[src/rtl/npu_dot_engine.sv]
// npu_dot_engine: descriptor-driven int8x4 dot-product engine that reads length, weight
// pointer, bias and operand words over a simple read port and returns a saturated result.
module npu_dot_engine #(
    parameter int ADDR_WIDTH = 32,
    parameter int DATA_WIDTH = 32
) (
    input  logic                  clk,
    input  logic                  rst_n,
    input  logic [DATA_WIDTH-1:0] accelerator_cmd,
    input  logic                  accelerator_start,
    output logic                  accelerator_done,
    output logic [DATA_WIDTH-1:0] accelerator_result,
    output logic                  busy,
    output logic                  err,
    output logic [ADDR_WIDTH-1:0] mem_addr,
    output logic                  mem_re,
    input  logic [DATA_WIDTH-1:0] mem_data_in,
    input  logic                  mem_ready
);
    typedef enum logic [2:0] {IDLE, RD_LEN, RD_WADDR, RD_BIAS, RD_IN, RD_W, MAC, FINISH} state_t;

    state_t                  state;
    logic [7:0]              op;
    logic [23:0]             base;
    logic [15:0]             n;
    logic [15:0]             i;
    logic [ADDR_WIDTH-1:0]   waddr;
    logic [31:0]             bias;
    logic [31:0]             in_word;
    logic [31:0]             w_word;
    logic signed [47:0]      acc;
    logic signed [17:0]      prod [4];
    logic signed [17:0]      lane_sum;
    logic signed [47:0]      acc_nxt;
    logic signed [48:0]      fin_sum;
    logic [31:0]             sat;
    logic [31:0]             fin_res;
    logic [16:0]             i_nxt;
    logic [ADDR_WIDTH-1:0]   b;
    logic [ADDR_WIDTH-1:0]   off;
    logic                    op_ok;

    assign op_ok = accelerator_cmd[31:24] == 8'h01 || accelerator_cmd[31:24] == 8'h02;
    assign i_nxt = {1'b0, i} + 17'd1;
    assign b     = ADDR_WIDTH'(base);
    assign off   = ADDR_WIDTH'({i, 2'b00});

    always_comb begin
        for (int k = 0; k < 4; k++)
            prod[k] = 18'($signed(in_word[8*k +: 8])) * 18'($signed(w_word[8*k +: 8]));
        lane_sum = prod[0] + prod[1] + prod[2] + prod[3];
        acc_nxt  = acc + 48'(lane_sum);
        // The final sum is formed on the edge entering FINISH, so the bias may still be on the bus
        fin_sum  = 49'(state == MAC ? acc_nxt : acc)
                 + 49'($signed(state == RD_BIAS ? mem_data_in : bias));
        sat      = fin_sum > 49'sd2147483647  ? 32'h7FFF_FFFF :
                   fin_sum < -49'sd2147483648 ? 32'h8000_0000 : fin_sum[31:0];
        fin_res  = (op == 8'h02 && sat[31]) ? 32'h0 : sat;
    end

    assign busy   = state != IDLE;
    assign mem_re = state inside {RD_LEN, RD_WADDR, RD_BIAS, RD_IN, RD_W};
    assign mem_addr = state == RD_LEN   ? b :
                      state == RD_WADDR ? b + ADDR_WIDTH'(4) :
                      state == RD_BIAS  ? b + ADDR_WIDTH'(8) :
                      state == RD_IN    ? b + ADDR_WIDTH'(12) + off :
                      state == RD_W     ? waddr + off : '0;

    always_ff @(posedge clk) begin
        if (!rst_n) begin
            state              <= IDLE;
            op                 <= '0;
            base               <= '0;
            n                  <= '0;
            i                  <= '0;
            waddr              <= '0;
            bias               <= '0;
            in_word            <= '0;
            w_word             <= '0;
            acc                <= '0;
            accelerator_done   <= 1'b0;
            accelerator_result <= '0;
            err                <= 1'b0;
        end else begin
            accelerator_done <= 1'b0;
            case (state)
                IDLE: if (accelerator_start) begin
                    op                 <= accelerator_cmd[31:24];
                    base               <= accelerator_cmd[23:0];
                    acc                <= '0;
                    i                  <= '0;
                    accelerator_result <= '0;
                    err                <= !op_ok;
                    accelerator_done   <= !op_ok;
                    state              <= op_ok ? RD_LEN : FINISH;
                end
                RD_LEN: if (mem_ready) begin
                    n     <= mem_data_in[15:0];
                    state <= RD_WADDR;
                end
                RD_WADDR: if (mem_ready) begin
                    waddr <= ADDR_WIDTH'(mem_data_in);
                    state <= RD_BIAS;
                end
                RD_BIAS: if (mem_ready) begin
                    bias <= mem_data_in;
                    if (n == 16'd0) begin
                        accelerator_result <= fin_res;
                        accelerator_done   <= 1'b1;
                        state              <= FINISH;
                    end else
                        state <= RD_IN;
                end
                RD_IN: if (mem_ready) begin
                    in_word <= mem_data_in;
                    state   <= RD_W;
                end
                RD_W: if (mem_ready) begin
                    w_word <= mem_data_in;
                    state  <= MAC;
                end
                MAC: begin
                    acc <= acc_nxt;
                    i   <= i_nxt[15:0];
                    if (i_nxt < {1'b0, n})
                        state <= RD_IN;
                    else begin
                        accelerator_result <= fin_res;
                        accelerator_done   <= 1'b1;
                        state              <= FINISH;
                    end
                end
                default: state <= IDLE;
            endcase
        end
    end
endmodule

[config.mk]
export PLATFORM = sky130hd
export DESIGN_NAME = npu_dot_engine
export DESIGN_NICKNAME = d
export VERILOG_FILES = /design/src/rtl/npu_dot_engine.sv
export SDC_FILE = /design/constraint.sdc
export NUM_CORES = 2
export LEC_CHECK = 0
export CAP_MARGIN = 10
export CORE_UTILIZATION = 26
export CTS_CLUSTER_SIZE = 28
export DETAILED_ROUTE_END_ITERATION = 10
export PLACE_DENSITY = 0.49
export SLEW_MARGIN = 5
export SYNTH_ARGS = -nofsm -noshare
export SYNTH_HDL_FRONTEND = slang
export SYNTH_SLANG_ARGS = --single-unit
[constraint.sdc]
create_clock -name clk -period 13.3 [get_ports clk]
set_clock_uncertainty 0.2 [all_clocks]
set_input_delay 2.66 -clock clk [delete_from_list [all_inputs] [get_ports clk]]
set_output_delay 2.66 -clock clk [all_outputs]
set_load 0.02 [all_outputs]
==> out/qor.csv <==
stage,metric,value,unit
status,status,"finished, final reports clean",
logic_synthesis,avgSynthCellArea,8.64,µm²
logic_synthesis,synth_nets,5234,
setup_path,critPathKind,flop to flop,
cts,clkTransAtPathRegs,0.07,ns
setup_path,r2r_setup_slack,0.77,ns
cts,cts_tree,done,
logic_synthesis,ys_seq_area_frac,0.149,
floorplanning,start_util,0.262,
setup_path,startpoint_type,flop,
setup_path,reg2regPathDepth,40,
logic_synthesis,async_flop_share,0,
grt,grt_max_degree,160,
layout,most-common-layout-cells,"755 x nand2_1, 633 x inv_1, 584 x fa_1, 276 x dfxtp_1, 273 x ha_1",
placement,dp.cells,6204,
sta,fin_setup_tns,0,ns
sta,whs,0.264,ns
routing,drt-initial-drc-count,2068,
setup_path,cp.arrival,12.80,ns
floorplanning,die_h,380,µm
logic_synthesis,synth_cells,4306,
sta,period_share,0.942,
setup_path,max_stage_delay,0.73,ns
floorplanning,top_level_ports,136,
logic_synthesis,synth_mux_area_frac,0.00283,
sta,hold_viol_final,0,
layout,syn_to_final_growth,12.8,%
grt,antenna_found_initial,7,
min_path,hold_end,waddr[1],
cts,cts_hold_buffers,0,
grt,grt_pass1_vias,29500,
sta,setup_violations,0,
cts,htree_num_levels,2,
layout,multi_input_area,28600,µm²
min_path,hold_class,flop to flop,
layout,postLayoutCellArea,42000,µm²
power,leakage,18.8,nW
placement,globalplace.congestion,0.889,
min_path,min-delay-start,waddr[1],
grt,grt-ovfl-total,0,
floorplanning,die_x,380,µm
placement,dpl.hpwl,95400,µm
layout,final_common_cell,nand2_1,
cts,cts_buffers,34,
min_path,holdPathStages,2,
setup_path,reg2reg_to,accelerator_result[18],
logic_synthesis,synth_top_family_by_area,adder cells,
logic_synthesis,synth_compound_area_frac,0.156,
logic_synthesis,yosysUniqueCellTypes,92,
sta,drv_slew,0,
logic_synthesis,synthSimpleGateAreaFrac,0.164,
routing,routed_wirelength,118000,µm
layout,drive_gt1_frac,0.0406,
floorplanning,core,142000,µm²
setup_path,crit_fanout,18,
logic_synthesis,synth_edf_count,0,
routing,vias_per_cell,4.73,
setup_path,worstPathRequired,13.57,ns
routing,via_count,29700,
logic_synthesis,synth-xor-area-share,0.0363,
routing,drt_pass1_iterations,6,
layout,regArea,5550,µm²
sta,rsz0062_at_grt,false,
sta,max-slew-margin-rel,0.251,
logic_synthesis,yosys_warnings,0,
setup_path,crit_path_end_kind,flop,
sta,tightest_slew,1.12,ns
sta,fmax,79.8,MHz
logic_synthesis,synthAdderAreaFrac,0.408,
routing,post-route-drc-count,0,
floorplanning,rows,138,
logic_synthesis,syn_area,37200,µm²
sta,fin_crit,12.53,ns
placement,numPortBuffers,135,
layout,nets,5286,
layout,fillers,15000,
placement,place_area,40600,µm²
floorplanning,dieArea,145000,µm²
cts,cts.root.buffer_cell,clkbuf_16,
routing,drt.antenna.violating_nets,0,
layout,instances_no_fill,6273,
routing,wire_per_inst,18.8,µm
power,powerDensity,71.2,nW/µm²
cts,clock-sinks,277,
power,vdd_drop_max,0.0748,mV
setup_path,slowest_stage,fa_1,
flow_run,maxCapViolations,0,
cts,clk_latency,0.59,ns
setup_path,critPathMostFrequentCell,fa_1,
logic_synthesis,ys_seq_elements,277,
grt,grt_pass1_wl,184000,µm
grt,grt.total_usage,0.164,
cts,cts_max_path_buffers,3,
setup_path,reg2reg_from,w_word[24],
logic_synthesis,synthFlopType,dfxtp_1,
-- synthesized netlist by cell type (all sizes together) (11+ instances only) --
cell / n / area [µm²]
buf: 25 / 153
clkbuf: 161 / 604
inv: 637 / 2390
o21ai: 149 / 746
o22ai: 18 / 113
and3: 34 / 218
fa: 587 / 11800
xor2: 52 / 455
a211oi: 19 / 153
a21oi: 150 / 754
a21boi: 229 / 1720
and2: 142 / 890
ha: 273 / 3420
nor2b: 33 / 206
o21a: 34 / 255
dfxtp: 277 / 5550
nand4: 25 / 156
o21bai: 11 / 82.6
nor2: 141 / 532
a221o: 33 / 332
o211ai: 13 / 97.6
nand2: 759 / 2850
nor3: 36 / 185
a2111oi: 12 / 130
a21o: 73 / 548
a31oi: 16 / 100
or3: 17 / 111
nor4: 19 / 131
nand2b: 38 / 238
nand3: 61 / 305
xnor2: 102 / 893
-- worst max-delay path, delay by kind of cell (launching register included) --
| kind | cells | cell delay (ns) |
|---|---|---|
| buffers and inverters | 7 | 1.08 |
| and+or+nand+nor | 7 | 1.65 |
| AOI/OAI and AO/OA | 15 | 3.37 |
| adders and majority gates | 10 | 5.45 |
| DFF | 1 | 0.47 |
| muxes | 1 | 0.18 |
-- registers in the layout (all words and copies together) (netlist names) --
name                cells
accelerator_done        1
state                   3
bias                   32
op                      8
waddr                  32
base                   24
accelerator_result     32
in_word                32
w_word                 32
n                      16
err                     1
acc                    48
i                      16
-- power breakdown --
part	switching (mW)	internal [mW]
Combinational	0.613	0.335
Clock	0.438	0.634
Sequential	0.0793	0.885
-- kinds of logic (layout without fill, tap and decap cells) --
family | after synthesis | count (layout)
buffers and inverters | 824 | 900
and+or+nand+nor | 1339 | 1339
muxes | 10 | 10
DFF | 277 | 277
xor gates and xnor gates | 154 | 154
adders and majority gates | 860 | 860
AOI/OAI and AO/OA | 842 | 842
other | 0 | 1
-- stage by stage --
step / util / power [mW] / setup WS (ns)
after detailed placement: 0.287 / 1.92 / 0.545
after global placement: 0.287 / 1.92 / 0.721
after global routing: 0.296 / 3.14 / 0.0617
after CTS: 0.295 / 3.00 / 0.517
after floorplan: - / 1.55 / 1.03
final: 0.296 / 2.99 / 0.773
-- worst max-delay path by stage --
stage	startpoint	end	slack, ns
floorplan	w_word[0]	accelerator_result[1]	1.03
global placement	w_word[24]	accelerator_result[28]	0.72
detailed placement	in_word[31]	accelerator_result[27]	0.55
CTS	in_word[31]	accelerator_result[15]	0.52
global route	w_word[24]	accelerator_result[13]	0.06
finish	w_word[24]	accelerator_result[18]	0.77
-- layer usage --
layer	up-vias	part of all wire	track usage
met1	15000	0.50	0.252
met4	0	0.012	0.0234
li1	14000	-	-
met5	-	0	0
met3	75	0.052	0.0219
met2	612	0.44	0.248
-- final cells by class --
class | count | area share
clock inverters | 16 | 0.00576
diodes | 1 | 0.0000596
inverters | 637 | 0.0571
repair buffers | 203 | 0.0447
clock buffers | 44 | 0.0232
flip-flops and latches | 277 | 0.132
multi-input cells | 3205 | 0.681
well taps | 1890 | 0.0564
-- what timing repair did --
| action | 4_1_cts | 5_1_grt |
|---|---|---|
| buffers inserted | 0 | 8 |
| setup endpoints to repair | 0 | 31 |
| gates resized for setup | 0 | 6 |
Note: power is estimated with default switching activity, not from simulation.
